--- src/rtl/noc_arb_pkg.sv ---
//------------------------------------------------------------------------------
// noc_arb_pkg : shared types and index helpers for NoC arbiters
// Rev 1.0
//------------------------------------------------------------------------------
`default_nettype none

package noc_arb_pkg;

    typedef enum logic {
        ARB  = 1'b0,
        LOCK = 1'b1
    } rr_arb_state_e;

    localparam int ARB_MAX_N = 64;
    localparam int ARB_MAX_W = 6;

    // Helpers take the live width so callers can ignore bits above it.
    function automatic logic [ARB_MAX_W-1:0] onehot2bin(input logic [ARB_MAX_N-1:0] oh,
                                                        input int width);
        logic [ARB_MAX_W-1:0] idx;
        idx = '0;
        for (int i = 0; i < ARB_MAX_N; i++) begin
            if (i < width && oh[i]) begin
                idx = idx | ARB_MAX_W'(i);
            end
        end
        return idx;
    endfunction

    function automatic logic [ARB_MAX_N-1:0] bin2onehot(input logic [ARB_MAX_W-1:0] idx,
                                                        input int width);
        logic [ARB_MAX_N-1:0] oh;
        oh = '0;
        for (int i = 0; i < ARB_MAX_N; i++) begin
            if (i < width && idx == ARB_MAX_W'(i)) begin
                oh[i] = 1'b1;
            end
        end
        return oh;
    endfunction

endpackage

`default_nettype wire

--- src/rtl/left_circular_rotate.sv ---
//------------------------------------------------------------------------------
// left_circular_rotate : rotate a vector left by a runtime amount (mod WIDTH)
// Rev 1.0
//------------------------------------------------------------------------------
`default_nettype none

module left_circular_rotate #(
    parameter int WIDTH       = 4,
    parameter int SHIFT_WIDTH = (WIDTH > 1) ? $clog2(WIDTH) : 1
) (
    input  logic [WIDTH-1:0]       data_in,
    input  logic [SHIFT_WIDTH-1:0] shift,
    output logic [WIDTH-1:0]       data_out
);

    localparam int IW = (WIDTH > 1) ? $clog2(WIDTH) : 1;

    int src;

    // data_out[j] takes data_in[(j - shift) mod WIDTH]
    always_comb begin
        data_out = '0;
        src      = 0;
        for (int j = 0; j < WIDTH; j++) begin
            src         = (j + WIDTH - (int'(shift) % WIDTH)) % WIDTH;
            data_out[j] = data_in[IW'(src)];
        end
    end

endmodule

`default_nettype wire

--- src/rtl/rr_pkt_arbiter.sv ---
//------------------------------------------------------------------------------
// rr_pkt_arbiter : packet-granular round-robin arbiter with valid/ready output
// Rev 1.0
//------------------------------------------------------------------------------
`default_nettype none

module rr_pkt_arbiter
    import noc_arb_pkg::*;
#(
    parameter int N_INPUT = 4,
    localparam int N_INPUT_WIDTH = (N_INPUT > 1) ? $clog2(N_INPUT) : 1
) (
    input  logic                     clk,
    input  logic                     rstn,
    input  logic [N_INPUT-1:0]       req_i,
    input  logic [N_INPUT-1:0]       tail_i,
    input  logic                     gnt_rdy_i,
    output logic                     gnt_vld_o,
    output logic [N_INPUT-1:0]       gnt_o,
    output logic [N_INPUT_WIDTH-1:0] gnt_idx_o
);

    localparam int             PW     = N_INPUT_WIDTH + 1;
    localparam logic [PW-1:0]  N_WIDE = PW'(N_INPUT);

    // Operands are always below 2*N_INPUT, so one conditional subtract suffices.
    function automatic logic [N_INPUT_WIDTH-1:0] mod_n(input logic [PW-1:0] v);
        return (v >= N_WIDE) ? N_INPUT_WIDTH'(v - N_WIDE) : N_INPUT_WIDTH'(v);
    endfunction

    rr_arb_state_e            state;
    logic [N_INPUT_WIDTH-1:0] ptr;
    logic [N_INPUT_WIDTH-1:0] owner;

    logic [N_INPUT_WIDTH-1:0] shift;
    logic [N_INPUT-1:0]       rot;
    logic [N_INPUT_WIDTH-1:0] lsb;
    logic [N_INPUT_WIDTH-1:0] winner;
    logic [N_INPUT_WIDTH-1:0] sel;
    logic                     locked;
    logic                     show;

    assign shift = mod_n(N_WIDE - {1'b0, ptr});

    left_circular_rotate #(
        .WIDTH       (N_INPUT),
        .SHIFT_WIDTH (N_INPUT_WIDTH)
    ) u_rot (
        .data_in  (req_i),
        .shift    (shift),
        .data_out (rot)
    );

    always_comb begin
        lsb = '0;
        for (int j = N_INPUT - 1; j >= 0; j--) begin
            if (rot[j]) begin
                lsb = N_INPUT_WIDTH'(j);
            end
        end
    end

    assign winner = mod_n({1'b0, ptr} + {1'b0, lsb});
    assign locked = (state == LOCK);
    assign sel    = locked ? owner : winner;
    assign show   = locked | (|req_i);

    // While locked the grant is pinned to the owner even through bubbles.
    assign gnt_vld_o = locked ? req_i[owner] : (|req_i);
    assign gnt_idx_o = show ? sel : '0;

    always_comb begin
        gnt_o = '0;
        for (int j = 0; j < N_INPUT; j++) begin
            gnt_o[j] = show && (sel == N_INPUT_WIDTH'(j));
        end
    end

    always_ff @(posedge clk or negedge rstn) begin
        if (!rstn) begin
            state <= ARB;
            ptr   <= '0;
            owner <= '0;
        end else begin
            case (state)
                ARB: begin
                    if (|req_i) begin
                        if (gnt_rdy_i && tail_i[winner]) begin
                            ptr <= mod_n({1'b0, winner} + PW'(1));
                        end else begin
                            state <= LOCK;
                            owner <= winner;
                        end
                    end
                end
                LOCK: begin
                    if (req_i[owner] && gnt_rdy_i && tail_i[owner]) begin
                        state <= ARB;
                        ptr   <= mod_n({1'b0, owner} + PW'(1));
                    end
                end
                default: state <= ARB;
            endcase
        end
    end

endmodule

`default_nettype wire
--- config.mk ---
export PLATFORM = sky130hd
export DESIGN_NAME = rr_pkt_arbiter
export DESIGN_NICKNAME = d
export VERILOG_FILES = /design/src/rtl/noc_arb_pkg.sv /design/src/rtl/left_circular_rotate.sv /design/src/rtl/rr_pkt_arbiter.sv
export SDC_FILE = /design/constraint.sdc
export NUM_CORES = 1
export LEC_CHECK = 0
export ABC_AREA = 1
export CAP_MARGIN = 10
export CELL_PAD_IN_SITES_DETAIL_PLACEMENT = 1
export CELL_PAD_IN_SITES_GLOBAL_PLACEMENT = 1
export CORE_ASPECT_RATIO = 0.8
export CORE_UTILIZATION = 34
export CTS_CLUSTER_DIAMETER = 150
export CTS_CLUSTER_SIZE = 10
export DETAILED_ROUTE_END_ITERATION = 7
export PLACE_DENSITY_LB_ADDON = 0.08
export SLEW_MARGIN = 20
export SYNTH_ARGS = -nofsm -noshare
export SYNTH_HDL_FRONTEND = slang
export SYNTH_HIERARCHICAL = 1
export SYNTH_SLANG_ARGS = --single-unit
--- constraint.sdc ---
create_clock -name clk -period 4.65 [get_ports clk]
set_input_delay 0.93 -clock clk [delete_from_list [all_inputs] [get_ports clk]]
set_output_delay 0.93 -clock clk [all_outputs]
set_load 0.02 [all_outputs]
==> results.md <==
* Setup_tns at 0 ns
* Area contributors post-synth: nand2_1 (31%), dfrtp_1 (17%), inv_1 (11%)
* Worst skew pair latency at 0.24 ns
* Final ANT Viol Nets at 0
* Unrepaired setup endpoints after global routing: false
* Net count after synthesis at 154
* Critical Path End Type: output port
* Synthesized instance count at 138
* Vias at 872
* Initial Utilization at 38.0%
* GRT Resource Usage Total at 22.3%
* Root buf cell: clkbuf_4
* Initial antenna violation count at 0
* CTS clk-pin slew, worst paths at 0.04 ns
* Ant diodes at 0
* CP Class: in -> out
* Postcts setup bufs at 0
* PortBufs at 17
* Fin crit share at 92.2%
* FF-to-FF setup slack at 1.62 ns
* Vias in the first global route at 880
* Avg Inst Size Synth at 5.45 um^2
* Congestion Overflow GR at 0
* Area leader, netlist: nand2_1
* Sequential area share after synthesis at 16.6%
* Warnings, synthesis at 6
* Critical R2R Launch: ptr[0]
* TritonCTS clock tree: yes
* Max Cap Viol at 0
* # H-tree levels at 1
* Clk buf depth at 2
* Skew final at 0.00331 ns
* Maximum clock rate at 233 MHz
* Pre-CTS setup slack at 0.0142 ns
* Placer Congestion at 0.846
* PnR worst setup slack at 0.364 ns
* Die width at 54.6 um
* Die extent in y at 44.1 um
* Final wirelength at 2230 um
* Num CTS Buffers at 3
* Largest net degree at the start of global routing at 11
* Wire length per cell at 12.1 um
* Outcome: complete, no violations
* Max_slew headroom at 73.5%
* DR DRC count at 0
* Filler cells at 291
* Core area at 0.00198 mm^2
* Final hold violation count at 0
* Startpoint types: input port
* R2R Path End: ptr[1]
* WP data required at 3.72 ns
* Final HPWL from detailed placement at 1910 um
* Hold WC Path Type: reg -> reg
* # setup viols final at 0
* Area growth, synth to finish at 32.8%
* Min cycle time layout at 4.29 ns
* Worst-margin pin slew at 0.398 ns
* Max-slew violation count at 0
* Cts hold-fix bufs at 0
* Die Area at 0.00241 mm^2
* Worst Path Arrival at 3.36 ns
* Drt first pass iters at 4
* R2r worst-path depth at 20
* Synth top area share at 30.9%
* Vias/cell at 4.74
* Global-route wire length before repair at 3830 um
* Initial DRC Count at 7
* Post-CTS resize count at 0
* Critical Path Source: req_i[2]
* Final core occ at 50.4%
* Syn Std Cell Area at 752 um^2
* Crit path to: gnt_o[0]
* Row cnt at 14
* Layout cell share with drive strength beyond 1 at 11.9%
* Final nets at 177
* #FFs+latches synth at 5
* Clock Sinks at 5
* Critical path fanouts, max at 4
* I/O Pins at 18
* Netlist cell types at 19
## registers in the layout, indices dropped and copies added, names as in the netlist
| register | count |
|---|---|
| ptr | 2 |
| locked | 1 |
| owner | 2 |
## Yosys cell counts (all sizes together)
cell type,n
dfrtp,5
or2,1
nand4,2
xor2,1
nand3,14
clkinv,1
nor2,7
ha,5
inv,26
a21oi,2
o21ai,5
nand2,69
## cell type report
cell class / instances / area (um^2) / area share [%]
multi-input cells: 106 / 524 / 52.5
repair buffers: 18 / 190 / 19.0
flip-flops and latches: 5 / 125 / 12.5
inverters: 27 / 103 / 10.3
well taps: 24 / 30.0 / 3.01
clock buffers: 4 / 26.3 / 2.63
## worst max-delay path, cell delays in order
cell	delay [ns]
clkdlybuf4s50_1	0.54
inv_1	0.06
nand2_1	0.07
nand3_1	0.08
nand2_1	0.13
inv_1	0.07
a21oi_1	0.15
ha_1	0.21
nand2_1	0.09
nand2_1	0.09
nand2_1	0.08
nand2_2	0.10
nand2_1	0.05
o21ai_1	0.16
inv_2	0.08
ha_1	0.19
nand2_1	0.06
inv_1	0.03
dlymetal6s2s_1	0.19
## per-stage QoR
| step | instance area (um^2) | hold slack [ns] | cells |
|---|---|---|---|
| 3_5_place_dp | 960 | 0.545 | 180 |
| 5_1_grt | 998 | 0.601 | 184 |
| 2_1_floorplan | 752 | 0.485 | 138 |
| 3_3_place_gp | 960 | 0.527 | 180 |
| 4_1_cts | 986 | 0.563 | 184 |
| 6_report | 998 | 0.553 | 184 |
## routing by layer
layer / global-route usage, % / part of all wire (%) / vias to the layer above
li1: - / - / 463
met1: 32.0 / 51 / 393
met2: 34.7 / 44 / 16
met3: 2.75 / 4.3 / 0
met4: 6.15 / 0 / 0
met5: 0 / 0 / -
## cells by family after synthesis
| group | count (synthesis) | synth area share (%) |
|---|---|---|
| and+or+nand+nor | 93 | 55.1 |
| buffers and inverters | 27 | 13.6 |
| AOI/OAI and AO/OA | 7 | 5.16 |
| adders and majority gates | 5 | 8.32 |
| DFF | 5 | 16.6 |
| xor gates and xnor gates | 1 | 1.16 |
## cells in the final DEF, fill, tap and decap left out
cell / count
o21ai_0: 3
ha_1: 5
clkinv_2: 1
nor2_1: 7
dfrtp_1: 5
nand2_1: 62
nand4_1: 2
nand3_1: 12
nand2_4: 1
dlymetal6s2s_1: 5
or2_1: 1
nand3_2: 1
inv_1: 22
a21oi_1: 1
buf_4: 1
o21ai_1: 2
nand3_4: 1
xor2_1: 1
clkbuf_1: 1
clkdlybuf4s50_1: 12
clkbuf_4: 3
nand2_2: 6
inv_2: 4
a21oi_2: 1
## worst min path at each step
stage	endpoint	startpoint	cells after the start
finish	owner[1]	owner[1]	2
CTS	owner[1]	owner[1]	2
global placement	owner[1]	owner[1]	2
global route	owner[1]	owner[1]	2
detailed placement	owner[1]	owner[1]	2
floorplan	owner[1]	owner[1]	2
Power is left out: the tool's default activity adds up to more than one toggle a clock period on the data nets, which glitch-free logic cannot reach.
